--- src/rtl/exception_ctrl_pkg.sv ---
// rtl/exception_ctrl_pkg.sv - shared defines for the CP0 exception initiator
//
// Purpose: ExcCode constants, per-slot exception-vector bit indices, CP0
// register numbers and the redirect FSM state encoding.
// Ports: none (package).
package exception_ctrl_pkg;

  // ExcCode values as written into CP0 Cause.ExcCode
  localparam logic [4:0] EXC_INT  = 5'd0;
  localparam logic [4:0] EXC_ADEL = 5'd4;
  localparam logic [4:0] EXC_ADES = 5'd5;
  localparam logic [4:0] EXC_SYS  = 5'd8;
  localparam logic [4:0] EXC_BP   = 5'd9;
  localparam logic [4:0] EXC_RI   = 5'd10;
  localparam logic [4:0] EXC_OV   = 5'd12;
  localparam logic [4:0] EXC_TR   = 5'd13;
  localparam logic [4:0] EXC_ERET = 5'h0e;

  // Bit positions in the per-slot exception vector. Bit 0 is the highest
  // priority synchronous cause, bit 8 the lowest.
  localparam int EV_IF_ADEL = 0;
  localparam int EV_RI      = 1;
  localparam int EV_OV      = 2;
  localparam int EV_TR      = 3;
  localparam int EV_SYS     = 4;
  localparam int EV_BP      = 5;
  localparam int EV_ERET    = 6;
  localparam int EV_LD_ADEL = 7;
  localparam int EV_ST_ADES = 8;
  localparam int EV_W       = 9;

  // CP0 register numbers
  localparam logic [4:0] CP0_STATUS = 5'd12;
  localparam logic [4:0] CP0_CAUSE  = 5'd13;
  localparam logic [4:0] CP0_EPC    = 5'd14;
  localparam logic [4:0] CP0_EBASE  = 5'd15;

  typedef enum logic {
    ST_IDLE  = 1'b0,
    ST_REDIR = 1'b1
  } exc_state_e;

endpackage

--- src/rtl/exception_ctrl_if.sv ---
// rtl/exception_ctrl_if.sv - CP0 exception report and fetch redirect bundle
//
// Purpose: groups the signals exception_ctrl drives toward CP0 and fetch.
// Signals:
//   exception_flag/type/first_inst  exception committed this cycle (to CP0)
//   kill_slot2                      suppress slot2 writeback
//   flush                           one-cycle pipeline flush pulse
//   new_pc/new_pc_valid             redirect target, held until accepted
//   fetch_ready                     fetch accepts the redirect
// Modports: master = exception_ctrl, slave = CP0/fetch side.
interface exception_ctrl_if;
  logic        exception_flag;
  logic [4:0]  exception_type;
  logic        exception_first_inst;
  logic        kill_slot2;
  logic        flush;
  logic [31:0] new_pc;
  logic        new_pc_valid;
  logic        fetch_ready;

  modport master (
    output exception_flag, exception_type, exception_first_inst, kill_slot2,
    output flush, new_pc, new_pc_valid,
    input  fetch_ready
  );

  modport slave (
    input  exception_flag, exception_type, exception_first_inst, kill_slot2,
    input  flush, new_pc, new_pc_valid,
    output fetch_ready
  );
endinterface

--- src/rtl/exception_ctrl_prio_enc.sv ---
// rtl/exception_ctrl_prio_enc.sv - per-slot exception priority encoder
//
// Purpose: picks the winning cause for one issue slot.
// Ports:
//   exc_i      in  9  slot exception vector (already gated by slot valid)
//   int_i      in  1  interrupt attached to this slot
//   hit_o      out 1  slot takes an exception
//   code_o     out 5  ExcCode (or ERET_CODE)
//   is_eret_o  out 1  winning cause is ERET
module exc_prio_enc
  import exception_ctrl_pkg::*;
#(
  parameter logic [4:0] ERET_CODE = EXC_ERET
) (
  input  logic [EV_W-1:0] exc_i,
  input  logic            int_i,
  output logic            hit_o,
  output logic [4:0]      code_o,
  output logic            is_eret_o
);

  always_comb begin
    hit_o     = int_i | (|exc_i);
    code_o    = EXC_INT;
    is_eret_o = 1'b0;
    if (int_i)                   code_o = EXC_INT;
    else if (exc_i[EV_IF_ADEL])  code_o = EXC_ADEL;
    else if (exc_i[EV_RI])       code_o = EXC_RI;
    else if (exc_i[EV_OV])       code_o = EXC_OV;
    else if (exc_i[EV_TR])       code_o = EXC_TR;
    else if (exc_i[EV_SYS])      code_o = EXC_SYS;
    else if (exc_i[EV_BP])       code_o = EXC_BP;
    else if (exc_i[EV_ERET]) begin
      code_o    = ERET_CODE;
      is_eret_o = 1'b1;
    end
    else if (exc_i[EV_LD_ADEL])  code_o = EXC_ADEL;
    else if (exc_i[EV_ST_ADES])  code_o = EXC_ADES;
  end

endmodule

--- src/rtl/exception_ctrl.sv ---
// rtl/exception_ctrl.sv - CP0 exception initiator at the MEM/commit boundary
//
// Purpose: prioritises exceptions of both issue slots and the pending
// interrupt, reports the winner to CP0, then flushes the pipeline and holds
// the redirect PC toward fetch until it is accepted.
// Ports:
//   clk, rst                 clock, synchronous active-high reset
//   slot1/2_valid_i, _exc_i  commit-stage slots and their exception vectors
//   mem_stall_i              commit stalled, no exception may be taken
//   status_i/cause_i/epc_i/ebase_i   CP0 state
//   cp0_we_i/waddr_i/wsel_i/wdata_i  WB-stage mtc0 (bypass source)
//   bus                      exception_ctrl_if.master (CP0 report, redirect)
// Configuration: EXC_CTRL_CP0_BYPASS_EN forwards a same-cycle mtc0 to
// EPC/Status/Cause/EBase; undefined means raw CP0 values are used.
module exception_ctrl
  import exception_ctrl_pkg::*;
#(
  parameter logic [31:0] EXC_OFFSET = 32'h0000_0000,
  parameter logic [4:0]  ERET_CODE  = EXC_ERET
) (
  input  logic            clk,
  input  logic            rst,
  input  logic            slot1_valid_i,
  input  logic            slot2_valid_i,
  input  logic [EV_W-1:0] slot1_exc_i,
  input  logic [EV_W-1:0] slot2_exc_i,
  input  logic            mem_stall_i,
  input  logic [31:0]     status_i,
  input  logic [31:0]     cause_i,
  input  logic [31:0]     epc_i,
  input  logic [31:0]     ebase_i,
  input  logic            cp0_we_i,
  input  logic [4:0]      cp0_waddr_i,
  input  logic [2:0]      cp0_wsel_i,
  input  logic [31:0]     cp0_wdata_i,
  exception_ctrl_if.master bus
);

  logic [31:0] eff_status, eff_cause, eff_epc, eff_ebase;
  logic        unused_ok;

`ifdef EXC_CTRL_CP0_BYPASS_EN
  logic wr_sel0;
  assign wr_sel0 = cp0_we_i & (cp0_wsel_i == 3'd0);

  always_comb begin
    eff_status = status_i;
    eff_cause  = cause_i;
    eff_epc    = epc_i;
    eff_ebase  = ebase_i;
    if (wr_sel0 && cp0_waddr_i == CP0_STATUS) begin
      eff_status[15:8] = cp0_wdata_i[15:8];
      eff_status[1:0]  = cp0_wdata_i[1:0];
    end
    if (wr_sel0 && cp0_waddr_i == CP0_CAUSE)
      eff_cause[9:8] = cp0_wdata_i[9:8];
    if (wr_sel0 && cp0_waddr_i == CP0_EPC)
      eff_epc = cp0_wdata_i;
    if (cp0_we_i && cp0_wsel_i == 3'd1 && cp0_waddr_i == CP0_EBASE)
      eff_ebase = cp0_wdata_i;
  end

  assign unused_ok = ^{status_i[31:16], status_i[7:2], cause_i[31:16], cause_i[7:0]};
`else
  assign eff_status = status_i;
  assign eff_cause  = cause_i;
  assign eff_epc    = epc_i;
  assign eff_ebase  = ebase_i;
  assign unused_ok  = ^{status_i[31:16], status_i[7:2], cause_i[31:16], cause_i[7:0],
                        cp0_we_i, cp0_waddr_i, cp0_wsel_i, cp0_wdata_i};
`endif

  // Interrupt needs an unmasked pending line, IE set and EXL clear
  logic int_pend;
  assign int_pend = (|(eff_cause[15:8] & eff_status[15:8])) & eff_status[0] & ~eff_status[1];

  // The interrupt rides on the oldest valid instruction
  logic            int1, int2;
  logic [EV_W-1:0] vec1, vec2;
  assign int1 = int_pend & slot1_valid_i;
  assign int2 = int_pend & ~slot1_valid_i & slot2_valid_i;
  assign vec1 = slot1_valid_i ? slot1_exc_i : '0;
  assign vec2 = slot2_valid_i ? slot2_exc_i : '0;

  logic       hit1, hit2, eret1, eret2;
  logic [4:0] code1, code2;

  exc_prio_enc #(.ERET_CODE(ERET_CODE)) u_enc_slot1 (
    .exc_i(vec1), .int_i(int1), .hit_o(hit1), .code_o(code1), .is_eret_o(eret1)
  );
  exc_prio_enc #(.ERET_CODE(ERET_CODE)) u_enc_slot2 (
    .exc_i(vec2), .int_i(int2), .hit_o(hit2), .code_o(code2), .is_eret_o(eret2)
  );

  exc_state_e  state_q, state_d;
  logic        flush_q, flush_d;
  logic [31:0] new_pc_q, new_pc_d;
  logic        new_pc_valid_q, new_pc_valid_d;

  logic        take;
  logic        sel_eret;
  logic [31:0] target;

  // Slot inputs are bubbles during REDIR, so nothing is taken there
  assign take     = (state_q == ST_IDLE) & ~rst & ~mem_stall_i & (hit1 | hit2);
  assign sel_eret = hit1 ? eret1 : eret2;
  assign target   = sel_eret ? eff_epc : (eff_ebase + EXC_OFFSET);

  assign bus.exception_flag       = take;
  assign bus.exception_type       = take ? (hit1 ? code1 : code2) : 5'd0;
  assign bus.exception_first_inst = take & hit1;
  assign bus.kill_slot2           = take & hit1 & slot2_valid_i;
  assign bus.flush                = flush_q;
  assign bus.new_pc               = new_pc_q;
  assign bus.new_pc_valid         = new_pc_valid_q;

  always_comb begin
    state_d        = state_q;
    flush_d        = 1'b0;
    new_pc_d       = new_pc_q;
    new_pc_valid_d = new_pc_valid_q;
    case (state_q)
      ST_IDLE: begin
        if (take) begin
          state_d        = ST_REDIR;
          flush_d        = 1'b1;
          new_pc_d       = target;
          new_pc_valid_d = 1'b1;
        end
      end
      ST_REDIR: begin
        if (bus.fetch_ready) begin
          state_d        = ST_IDLE;
          new_pc_d       = 32'd0;
          new_pc_valid_d = 1'b0;
        end
      end
      default: state_d = ST_IDLE;
    endcase
  end

  always_ff @(posedge clk) begin
    if (rst) begin
      state_q        <= ST_IDLE;
      flush_q        <= 1'b0;
      new_pc_q       <= 32'd0;
      new_pc_valid_q <= 1'b0;
    end else begin
      state_q        <= state_d;
      flush_q        <= flush_d;
      new_pc_q       <= new_pc_d;
      new_pc_valid_q <= new_pc_valid_d;
    end
  end

endmodule

--- src/flat_wrapper.sv ---
// flat-port wrapper written by rule: the top's interface ports become plain ports
module exception_ctrl_flat import exception_ctrl_pkg::*;
#(
  parameter logic [31:0] EXC_OFFSET = 32'h0000_0000,
  parameter logic [4:0]  ERET_CODE  = EXC_ERET
)
  (clk, rst, slot1_valid_i, slot2_valid_i, slot1_exc_i, slot2_exc_i, mem_stall_i, status_i, cause_i, epc_i, ebase_i, cp0_we_i, cp0_waddr_i, cp0_wsel_i, cp0_wdata_i, bus_exception_flag, bus_exception_type, bus_exception_first_inst, bus_kill_slot2, bus_flush, bus_new_pc, bus_new_pc_valid, bus_fetch_ready);
  exception_ctrl_if bus_i ();
  input  logic clk;
  input  logic rst;
  input  logic slot1_valid_i;
  input  logic slot2_valid_i;
  input  logic [EV_W-1:0] slot1_exc_i;
  input  logic [EV_W-1:0] slot2_exc_i;
  input  logic mem_stall_i;
  input  logic [31:0] status_i;
  input  logic [31:0] cause_i;
  input  logic [31:0] epc_i;
  input  logic [31:0] ebase_i;
  input  logic cp0_we_i;
  input  logic [4:0] cp0_waddr_i;
  input  logic [2:0] cp0_wsel_i;
  input  logic [31:0] cp0_wdata_i;
  output wire logic [$bits(bus_i.exception_flag)-1:0] bus_exception_flag;
  output wire logic [$bits(bus_i.exception_type)-1:0] bus_exception_type;
  output wire logic [$bits(bus_i.exception_first_inst)-1:0] bus_exception_first_inst;
  output wire logic [$bits(bus_i.kill_slot2)-1:0] bus_kill_slot2;
  output wire logic [$bits(bus_i.flush)-1:0] bus_flush;
  output wire logic [$bits(bus_i.new_pc)-1:0] bus_new_pc;
  output wire logic [$bits(bus_i.new_pc_valid)-1:0] bus_new_pc_valid;
  input wire logic [$bits(bus_i.fetch_ready)-1:0] bus_fetch_ready;
  assign bus_exception_flag = bus_i.exception_flag;
  assign bus_exception_type = bus_i.exception_type;
  assign bus_exception_first_inst = bus_i.exception_first_inst;
  assign bus_kill_slot2 = bus_i.kill_slot2;
  assign bus_flush = bus_i.flush;
  assign bus_new_pc = bus_i.new_pc;
  assign bus_new_pc_valid = bus_i.new_pc_valid;
  assign bus_i.fetch_ready = bus_fetch_ready;
  exception_ctrl #(.EXC_OFFSET(EXC_OFFSET), .ERET_CODE(ERET_CODE)) u_core (.clk(clk), .rst(rst), .slot1_valid_i(slot1_valid_i), .slot2_valid_i(slot2_valid_i), .slot1_exc_i(slot1_exc_i), .slot2_exc_i(slot2_exc_i), .mem_stall_i(mem_stall_i), .status_i(status_i), .cause_i(cause_i), .epc_i(epc_i), .ebase_i(ebase_i), .cp0_we_i(cp0_we_i), .cp0_waddr_i(cp0_waddr_i), .cp0_wsel_i(cp0_wsel_i), .cp0_wdata_i(cp0_wdata_i), .bus(bus_i));
endmodule
--- config.mk ---
export PLATFORM = sky130hd
export DESIGN_NAME = exception_ctrl_flat
export DESIGN_NICKNAME = d
export VERILOG_FILES = /design/src/rtl/exception_ctrl_pkg.sv /design/src/rtl/exception_ctrl_if.sv /design/src/rtl/exception_ctrl_prio_enc.sv /design/src/rtl/exception_ctrl.sv /design/src/flat_wrapper.sv
export SDC_FILE = /design/constraint.sdc
export NUM_CORES = 1
export LEC_CHECK = 0
export ABC_AREA = 1
export BUFFER_PORTS_ARGS = -buffer_cell sky130_fd_sc_hd__buf_2
export CAP_MARGIN = 15
export CORE_AREA = 2 2 91 93
export CTS_CLUSTER_SIZE = 14
export DETAILED_ROUTE_END_ITERATION = 8
export DIE_AREA = 0 0 93 95
export PLACE_DENSITY = 0.78
export SYNTH_ARGS = -nofsm -noshare
export SYNTH_HDL_FRONTEND = slang
export SYNTH_HIERARCHICAL = 1
export SYNTH_SLANG_ARGS = --single-unit
export TNS_END_PERCENT = 100
--- constraint.sdc ---
create_clock -name clk -period 5.89 [get_ports clk]
set_input_delay 0.8835 -clock clk [delete_from_list [all_inputs] [get_ports clk]]
set_output_delay 0.8835 -clock clk [all_outputs]
set_load 0.01 [all_outputs]
==> out/qor.yml, run 1 <==
firstDrtPassIters: 4
core_sq_um: 7930
gp_congestion: 0.868
hpwl_mm: 5.55
port_buffers: 146
wl_per_cell_um: 11.5
max-vdd-ir-drop_mv: 0.0814
crit_fanout: 40
worst_pin_slew_ps: 1010
yosys.area_share.adder: 0
cts_buffers: 5
leakagePower_uw: 0.00207
post-cts-setup-buffers: 0
ys_async_sr_fraction: 0
synth_flop_cell: "dfxtp_1"
synth_seq_area_share: 0.240
wl_met2_mm: 3.84
grt_first_pass_wirelength_mm: 12.6
synth_nets: 638
finalSetupViolCount: 0
outcome: "finished clean"
netlist_area_sq_um: 2930
synthMuxAreaShare: 0
gr-total-overflow: 0
cts_sinks: 35
finalWorstPathRequiredPeriod_ps: 4230
antenna-diode-count: 0
hold_violations: 0
post-route-period-util: 0.718
synth_compound_area_frac: 0.125
viasPerCell: 4.70
wl_met3_um: 404
power_uw: 608
max_freq_mhz: 236
htree_num_levels: 2
drive_gt1_frac: 0.412
dr.first_iter.drc_count: 93
yosys_warnings: 6
start_util: 0.369
avgSynthCellArea_sq_um: 6.57
crit_type: "in2out"
die_h_um: 95
p_per_area_nw_per_um2: 164
drc_errors: 0
cp.arrival_ps: 3350
clk_pin_slew_ps: 70
syn_inst: 445
hold_path.class: "reg2reg"
nets: 763
cts-root-buf: "clkbuf_8"
cts-resized-gates: 0
drv_cap: 0
synth_top_family_by_area: "simple AND/OR/NAND/NOR gates"
grt_usage: 0.172
routed_wl_mm: 7.75
postRouteAntennaNets: 0
pin_count: 235
fin_skew_ps: 2.50
num_rows: 33
rsz0062_at_grt: "false"
tns_ps: 0
maxSlewViolCount: 0
required_ps: 5010
cts.path.max_buffers: 2
ys_types: 27
grt_pass1_vias: 2859
synth_xor_area_frac: 0
slew_headroom: 0.324
antenna_found_initial: 0
wl_met1_mm: 3.45
hold_buffers: 0
yosys.area_share.simple: 0.423
synth_edf_count: 0
cp-start-kind: "input port"
highest-signal-layer: "met4"
die_area_sq_um: 8840
ys_ff_latch: 35
syn2layout_area_growth_pct: 26.5
clk-insertion-delay-late_ps: 280
grt_max_degree: 41
die_x_um: 93
critPathCaptureType: "primary output"
cts_tree: "built"
num_vias: 3175
[final timing paths]
path                                                         start                            endpoint  slack [ps]  cells after the start
worst min register to register  u_core/bus.new_pc[28]$_SDFFE_PP0P_  u_core/bus.new_pc[28]$_SDFFE_PP0P_         490                      2
worst min-delay path            u_core/bus.new_pc[28]$_SDFFE_PP0P_  u_core/bus.new_pc[28]$_SDFFE_PP0P_         490                      2
worst max register to register           u_core/state_q$_SDFF_PP0_   u_core/bus.new_pc[4]$_SDFFE_PP0P_        4150                      4
worst max-delay path                                   cause_i[12]               bus_exception_type[3]        1660                     16
[metrics by stage]
step                      hold slack (ps)  instances  setup slack (ps)  cell area, sq um   util
final                                 487        676              1660              3700  0.467
after global routing                  509        676              1400              3700  0.467
after CTS                             490        673              1640              3650  0.461
after detailed placement              477        665              1650              3570  0.451
after global placement                472        665              1670              3570  0.451
after floorplan                       497        445              2600              2930      -
[registers in the layout, summed over array words and instances (netlist names)]
signal and cells:
u_core/state_q 1, u_core/bus.flush 1, u_core/bus.new_pc 32, u_core/bus.new_pc_valid 1
[report_power, final]
group	switching [uW]	leakage (uW)	internal, uW
Clock	85.7	0.0000422	83.1
Combinational	107	0.00175	76.6
Sequential	6.97	0.000286	249
Total	200	0.00207	409
[worst max-delay path: stages]
cell and delay, ps:
buf_2 80, nand2_1 50, nand2_1 60, nor2_1 40
nand2_1 50, nand3_1 80, nor2_1 150, nor2_2 70
inv_2 80, nor2_4 40, nand4_1 360, inv_4 110
nand2_1 100, nand3_2 610, a21oi_1 410, buf_2 180
[metal layers]
metal / vias up / GRT usage
met4: 0 / 0.0466
met3: 4 / 0.0239
li1: 1639 / -
met2: 104 / 0.306
met1: 1428 / 0.217
met5: - / 0
[synthesized netlist by cell type (2+ instances only)]
master    count  area share
nand2_2       4      0.0086
nand3_2      29       0.099
and2_1        2      0.0043
nand3_1     104        0.18
nor2_8        2       0.014
nand2_1      57       0.073
clkbuf_1      5      0.0064
o21a_1        2      0.0051
nor2_1       12       0.015
nor2_4        2      0.0077
nor2_2        7       0.015
buf_4         3      0.0077
buf_6         2      0.0077
o21ai_0       2      0.0034
conb_1        2      0.0026
dfxtp_1      35        0.24
nand4_1       2      0.0043
buf_2        18       0.031
inv_1       101        0.13
a21oi_2      30       0.090
buf_12        3       0.021
inv_2         4      0.0051
a21oi_1      13       0.022
[layout by cell type (no fill, tap or decap), drive strengths merged]
cell type	count
conb	2
buf	149
clkinv	1
nand2	62
nor2	23
and2	2
nand3	133
dfxtp	35
clkbuf	7
o21ai	3
inv	106
a21oi	43
o21a	2
nand4	2
o31ai	1
[kinds of logic after synthesis]
group,count (synthesis)
simple gates,222
buf+inv,137
compound gates,49
flops,35
other cells,2
[cell type report]
| class | instances | area, sq um |
|---|---|---|
| sequential | 35 | 701 |
| tap | 105 | 131 |
| multi-input combinational | 273 | 1610 |
| inverter | 106 | 400 |
| clock buffer | 7 | 76.3 |
| timing repair buffer | 149 | 776 |
| fill | 814 | 4230 |
| clock inverter | 1 | 5.00 |
No activity file was read; power rests on OpenSTA's default activity.
==> inputs of run 2 (changes only) <==
--- a/config.mk
+++ b/config.mk
@@ -5,14 +5,14 @@
 export SDC_FILE = /design/constraint.sdc
 export NUM_CORES = 1
 export LEC_CHECK = 0
-export ABC_AREA = 1
+export ABC_AREA = 0
 export BUFFER_PORTS_ARGS = -buffer_cell sky130_fd_sc_hd__buf_2
 export CAP_MARGIN = 15
-export CORE_AREA = 2 2 91 93
+export CORE_AREA = 2 2 90 92
 export CTS_CLUSTER_SIZE = 14
 export DETAILED_ROUTE_END_ITERATION = 8
-export DIE_AREA = 0 0 93 95
-export PLACE_DENSITY = 0.78
+export DIE_AREA = 0 0 92 94
+export PLACE_DENSITY = 0.67
 export SYNTH_ARGS = -nofsm -noshare
 export SYNTH_HDL_FRONTEND = slang
 export SYNTH_HIERARCHICAL = 1
==> constraint.sdc (replaced) <==
create_clock -name clk -period 4.3 [get_ports clk]
set_input_delay 0.645 -clock clk [delete_from_list [all_inputs] [get_ports clk]]
set_output_delay 0.645 -clock clk [all_outputs]
set_load 0.01 [all_outputs]
==> run 2 against run 1 <==
  * Critical path type unchanged
  * Power grew 39%
  * Worst hold slack got worse by 42 ps
  * Worst setup slack worse by 830 ps
  * Routed wire length fell by 30%
  * Largest power group unchanged
  * Via count fell by 37%
  * Non-clock buffer count unchanged
  * Largest cell class unchanged
==> out/qor.yml, run 2 <==
synth_compound_area_frac: 0.209  # was 0.125
dr.first_iter.drc_count: 53  # was 93
cts_buffers: 5  # unchanged
fillers: 779  # was 814
antenna_found_initial: 0  # unchanged
critPathBufInv: 4  # unchanged
crit_chain: "buf_2 -> a22oi_1 -> nand4_1 -> and4b_1 -> nor2_1 -> nand4_1 -> buf_4 -> nor2_2 -> or4_4 -> inv_2 -> and3_1 -> buf_2"  # was buf_2 -> nand2_1 -> nand2_1 -> nor2_1 -> nand2_1 -> nand3_1 -> nor2_1 -> nor2_2 -> inv_2 -> nor2_4 -> nand4_1 -> inv_4 -> nand2_1 -> nand3_2 -> a21oi_1 -> buf_2
viasPerCell: 4.50  # was 4.70
die_h_um: 94  # was 95 um
hold_path.class: "reg2reg"  # unchanged
cp_top_family: "simple AND/OR/NAND/NOR gates"  # unchanged
grt_first_pass_wirelength_mm: 8.10  # was 12.6 mm
synth_top_family_by_area: "compound AO/OA/AOI/OAI gates"  # was simple AND/OR/NAND/NOR gates
crit_type: "in2out"  # unchanged
worst_pin_slew_ps: 545  # was 1010 ps
start_util: 0.264  # was 0.369
die_x_um: 92  # was 93 um
cp-start-kind: "input port"  # unchanged
slowest_stage: "or4_4"  # was nand3_2
crit_fanout: 41  # was 40
synthMuxAreaShare: 0.196  # was 0
required_ps: 3650  # was 5010 ps
grt_usage: 0.116  # was 0.172
power_uw: 844  # was 608 uW
largest_register_ffs: 32  # unchanged
drv_cap: 0  # unchanged
p_per_area_nw_per_um2: 293  # was 164 nW/um^2
finalWorstPathRequiredPeriod_ps: 3470
tns_ps: 0  # unchanged
cts_sinks: 35  # unchanged
ys_top_cells_by_count: "mux2i_1, dfxtp_1, o2bb2ai_1"  # was nand3_1, inv_1, nand2_1
finalSetupViolCount: 0  # unchanged
drc_errors: 0  # unchanged
yosys_warnings: 6  # unchanged
yosys-top-cells-area: "dfxtp_1, mux2i_1, o2bb2ai_1"  # was dfxtp_1, nand3_1, inv_1
gr-total-overflow: 0  # unchanged
final_common_cell: "buf_2"  # unchanged
ys_ff_latch: 35  # unchanged
cts-root-buf: "clkbuf_8"  # unchanged
clk_pin_slew_ps: 60  # was 70 ps
rsz0062_at_grt: "false"  # unchanged
htree_num_levels: 2  # unchanged
num_rows: 32  # was 33
slew_headroom: 0.637  # was 0.324
fin_skew_ps: 14.4  # was 2.50 ps
antenna-diode-count: 0  # unchanged
yosys.area_share.simple: 0.177  # was 0.423
firstDrtPassIters: 5  # was 4
multi_input_area_sq_um: 1170  # was 1610 sq um
gp_congestion: 0.820  # was 0.868
hpwl_mm: 4.24  # was 5.55 mm
ys_types: 33  # was 27
netlist_area_sq_um: 2010  # was 2930 sq um
yosysTopAreaCell: "dfxtp_1"  # unchanged
yosys.area_share.adder: 0  # unchanged
synth_seq_area_share: 0.349  # was 0.240
avgSynthCellArea_sq_um: 9.84  # was 6.57 sq um
synth.most_common_cell: "mux2i_1"  # was nand3_1
routed_wl_mm: 5.44  # was 7.75 mm
synth_nets: 397  # was 638
ys_async_sr_fraction: 0  # unchanged
final_cell_mix: "buf_2, mux2i_1, dfxtp_1"  # was buf_2, nand3_1, inv_1
regArea_sq_um: 701  # unchanged
outcome: "finished clean"  # unchanged
post-cts-setup-buffers: 0  # unchanged
post-route-period-util: 0.807
cts_tree: "built"  # unchanged
max-vdd-ir-drop_mv: 0.140  # was 0.0814 mV
hold_violations: 0  # unchanged
synth_edf_count: 0  # unchanged
syn_inst: 204  # was 445
drive_gt1_frac: 0.484  # was 0.412
port_buffers: 146  # unchanged
cts-resized-gates: 0  # unchanged
wl_per_cell_um: 12.2  # was 11.5 um
syn2layout_area_growth_pct: 43.3  # was 26.5%
hold_buffers: 0  # unchanged
die_area_sq_um: 8650  # was 8840 sq um
yosysTopAreaCellShare: 0.349  # was 0.240
pin_count: 235  # unchanged
grt_pass1_vias: 1831  # was 2859
synth_xor_area_frac: 0  # unchanged
synth_flop_cell: "dfxtp_1"  # unchanged
core_sq_um: 7610  # was 7930 sq um
postRouteAntennaNets: 0  # unchanged
leakagePower_uw: 0.00160  # was 0.00207 uW
clk-insertion-delay-late_ps: 280  # about the same
cp_slowest_stage_delay_ps: 440  # was 610 ps
nets: 537  # was 763
grt_max_degree: 42  # was 41
critPathCaptureType: "primary output"  # unchanged
num_vias: 2011  # was 3175
cp.arrival_ps: 2820  # was 3350 ps
maxSlewViolCount: 0  # unchanged
max_freq_mhz: 288
post-route-util: 0.378  # was 0.467
cts.path.max_buffers: 2  # unchanged
## run 2: cell types whose count changed in the layout (fill, tap and decap cells not counted), sizes merged, moves of 3 or more
| cell | previous run | this run |
|---|---|---|
| a21oi | 43 | 3 |
| nand3 | 133 | 0 |
| nand2 | 62 | 6 |
| mux2i | 0 | 38 |
| inv | 106 | 2 |
| nand2b | 0 | 3 |
| and2 | 2 | 20 |
| a22oi | 0 | 4 |
| nor2 | 23 | 16 |
| nor3 | 0 | 6 |
| o2bb2ai | 0 | 32 |
## run 2: layer usage
metal	vias to the layer above	track usage	share of wire	wire length, um
met4	0	0.0224	0.0024	13
met5	-	0	0	0
met3	2	0.0313	0.072	391
li1	1031	-	-	-
met1	897	0.158	0.48	2620
met2	81	0.185	0.44	2410
## run 2: layout make-up
class,count,area share
multi-input combinational,151,0.408
tap,102,0.0444
clock buffer,5,0.0239
sequential,35,0.244
clock inverter,3,0.0152
inverter,2,0.00261
timing repair buffer,149,0.262
## run 2: cells by family (layout without fill, tap and decap cells)
family                 Yosys count  in the layout
AO/OA/AOI/OAI                   49             49
buffers and inverters           18            159
flip-flops                      35             35
multiplexers                    38             38
other                            2              2
AND/OR/NAND/NOR                 62             62
## run 2: through the flow
stage                     cell area (sq um)  hold WS, ps  instances  worst slack (ps)
after floorplan                        2010          467        204              1360
after global placement                 2760          433        439               842
after detailed placement               2760          439        439               801
after CTS                              2880          450        447               783
after global routing                   2880          481        447               666
final                                  2880          445        447               831
## run 2: tightest hold or removal path, delay by kind of cell, from the launching register on
family        cells  cell delay (ps)
flops             1              310
simple gates      2               90
## run 2: report_power, final
| group | total [uW] | switching (uW) | internal [uW] |
|---|---|---|---|
| Sequential | 359 | 11.2 | 347 |
| Combinational | 191 | 94.3 | 96.3 |
| Clock | 295 | 122 | 173 |
## run 2: path summary, 6_finish.rpt
check	start	to	slack [ps]	depth (start not counted)
max	cause_i[9]	bus_kill_slot2	830	12
min reg2reg	u_core/bus.new_pc_valid$_SDFFE_PP0P_	u_core/bus.new_pc_valid$_SDFFE_PP0P_	450	2
max reg2reg	u_core/state_q$_SDFF_PP0_	u_core/bus.new_pc[25]$_SDFFE_PP0P_	2790	4
min	u_core/bus.new_pc_valid$_SDFFE_PP0P_	u_core/bus.new_pc_valid$_SDFFE_PP0P_	450	2
==> inputs of run 3 (changes only) <==
--- a/config.mk
+++ b/config.mk
@@ -5,14 +5,13 @@
 export SDC_FILE = /design/constraint.sdc
 export NUM_CORES = 1
 export LEC_CHECK = 0
-export ABC_AREA = 0
+export ABC_AREA = 1
 export BUFFER_PORTS_ARGS = -buffer_cell sky130_fd_sc_hd__buf_2
 export CAP_MARGIN = 15
-export CORE_AREA = 2 2 90 92
+export CORE_UTILIZATION = 36
 export CTS_CLUSTER_SIZE = 14
 export DETAILED_ROUTE_END_ITERATION = 8
-export DIE_AREA = 0 0 92 94
-export PLACE_DENSITY = 0.67
+export PLACE_DENSITY = 0.79
 export SYNTH_ARGS = -nofsm -noshare
 export SYNTH_HDL_FRONTEND = slang
 export SYNTH_HIERARCHICAL = 1
==> constraint.sdc (replaced) <==
create_clock -name clk -period 3 [get_ports clk]
set_input_delay 0.45 -clock clk [delete_from_list [all_inputs] [get_ports clk]]
set_output_delay 0.45 -clock clk [all_outputs]
set_load 0.01 [all_outputs]
==> run 3 against run 2 <==
  * Global-route usage increased by 7.2 points
  * Largest cell class unchanged
  * Clock skew is 7.4 ps lower
  * Largest power group unchanged
  * Sequential power increased by 40%
  * Combinational power grew 92%
  * Register-to-register slack lost 1400 ps
  * Critical path depth up 4
  * Clock power up 46%
  * Core utilization grew 10 points
  * Routed wire length is 48% higher
  * Critical path type unchanged
==> out/qor.yml, run 3 (same netlist as run 1, synthesis figures left out) <==
die_h_um: 92.1  # was 94 um
grt_usage: 0.188  # was 0.116
cts-resized-gates: 0  # unchanged
post-cts-setup-buffers: 0  # unchanged
finalSetupViolCount: 0  # unchanged
final_common_cell: "buf_2"  # unchanged
gp_congestion: 0.872  # was 0.820
crit_fanout: 19  # was 41
postRouteAntennaNets: 0  # unchanged
grt_pass1_vias: 2907  # was 1831
syn2layout_area_growth_pct: 28.4  # was 43.3%
leakagePower_uw: 0.00211  # was 0.00160 uW
required_ps: 2550  # was 3650 ps
crit_type: "in2out"  # unchanged
worst_slack_ps: 343  # was 831 ps
post-route-period-util: 0.886
pin_count: 235  # unchanged
clk_pin_slew_ps: 80  # was 60 ps
drive_gt1_frac: 0.422  # was 0.484
routed_wl_mm: 8.02  # was 5.44 mm
htree_num_levels: 2  # unchanged
p_per_area_nw_per_um2: 346  # was 293 nW/um^2
wl_per_cell_um: 11.8  # was 12.2 um
antenna_found_initial: 0  # unchanged
largest_register_ffs: 32  # unchanged
num_rows: 32  # unchanged
clk-insertion-delay-late_ps: 280  # about the same
max-vdd-ir-drop_mv: 0.150  # was 0.140 mV
max_freq_mhz: 376
drv_cap: 0  # unchanged
worst_pin_slew_ps: 647  # was 545 ps
final_cell_mix: "buf_2, nand3_1, inv_1"  # was buf_2, mux2i_1, dfxtp_1
critPathCaptureType: "primary output"  # unchanged
drc_errors: 0  # unchanged
start_util: 0.375  # was 0.264
cp.arrival_ps: 2210  # was 2820 ps
antenna-diode-count: 0  # unchanged
cts_buffers: 5  # unchanged
firstDrtPassIters: 4  # was 5
hpwl_mm: 6.02  # was 4.24 mm
dr.first_iter.drc_count: 83  # was 53
grt_first_pass_wirelength_mm: 13.0  # was 8.10 mm
rsz0062_at_grt: "false"  # unchanged
cts_sinks: 35  # unchanged
core_sq_um: 7810  # was 7610 sq um
hold_buffers: 0  # unchanged
gr-total-overflow: 0  # unchanged
die_x_um: 92.1  # was 92 um
die_area_sq_um: 8490  # was 8650 sq um
finalWorstPathRequiredPeriod_ps: 2660
hold_violations: 0  # unchanged
cp-start-kind: "input port"  # unchanged
cts-root-buf: "clkbuf_8"  # unchanged
tns_ps: 0  # unchanged
dp_slack_ps: 328  # was 801 ps
viasPerCell: 4.71  # was 4.50
num_vias: 3200  # was 2011
fin_skew_ps: 7.06  # was 14.4 ps
grt_max_degree: 35  # was 42
cts_tree: "built"  # unchanged
outcome: "finished clean"  # unchanged
slew_headroom: 0.568  # was 0.637
port_buffers: 146  # unchanged
maxSlewViolCount: 0  # unchanged
nets: 770  # was 537
r2r_slack_ps: 1410  # was 2790 ps
cts.path.max_buffers: 2  # unchanged
hold_path.class: "in2reg"  # was reg2reg
-- run 3: metal layers --
layer  share of wire  vias up  global-route usage  wire length (um)
li1                -     1654                   -                 -
met1            0.44     1411               0.240              3550
met2            0.49      130               0.338              3900
met3           0.068        5              0.0265               546
met4          0.0042        0              0.0326                34
met5               0        -                   0                 0
-- run 3: final cells by class --
class                           count  area [sq um]
Clock buffer                        5          68.8
Clock inverter                      3          43.8
Fill cell                         817          4050
Inverter                          106           400
Multi-Input combinational cell    273          1610
Sequential cell                    35           701
Tap cell                          102           128
Timing Repair Buffer              156           806
-- run 3: path summary, 6_finish.rpt --
path / depth (start not counted) / to / start
setup / recovery: 16 / bus_kill_slot2 / cause_i[10]
hold / removal: 2 / u_core/state_q$_SDFF_PP0_ / bus_fetch_ready
setup reg to reg: 6 / u_core/bus.new_pc[11]$_SDFFE_PP0P_ / u_core/state_q$_SDFF_PP0_
hold reg to reg: 2 / u_core/bus.new_pc[30]$_SDFFE_PP0P_ / u_core/bus.new_pc[30]$_SDFFE_PP0P_
-- run 3: critical path, stage by stage --
cell	delay (ps)
buf_2	100
nand2_1	60
nand2_1	50
nor2_1	110
nand2_1	60
nand3_1	80
nor2_1	70
nor2_2	120
inv_2	60
nor2_4	90
nand4_1	230
nor2_2	310
nor2_8	140
nand2_1	110
nor2_1	40
buf_2	130
-- run 3: power by group --
group	internal, uW	switching, uW	total [uW]
Clock	248	182	430
Sequential	489	13.6	502
Combinational	153	214	367
-- run 3: per-stage QoR --
stage	cell area, sq um	hold slack [ps]	util	power, uW	cells
floorplan	2930	497	-	758	445
global placement	3640	472	0.467	870	672
detailed placement	3640	475	0.467	880	672
CTS	3760	362	0.481	1320	680
global route	3760	367	0.481	1380	680
finish	3760	370	0.481	1300	680
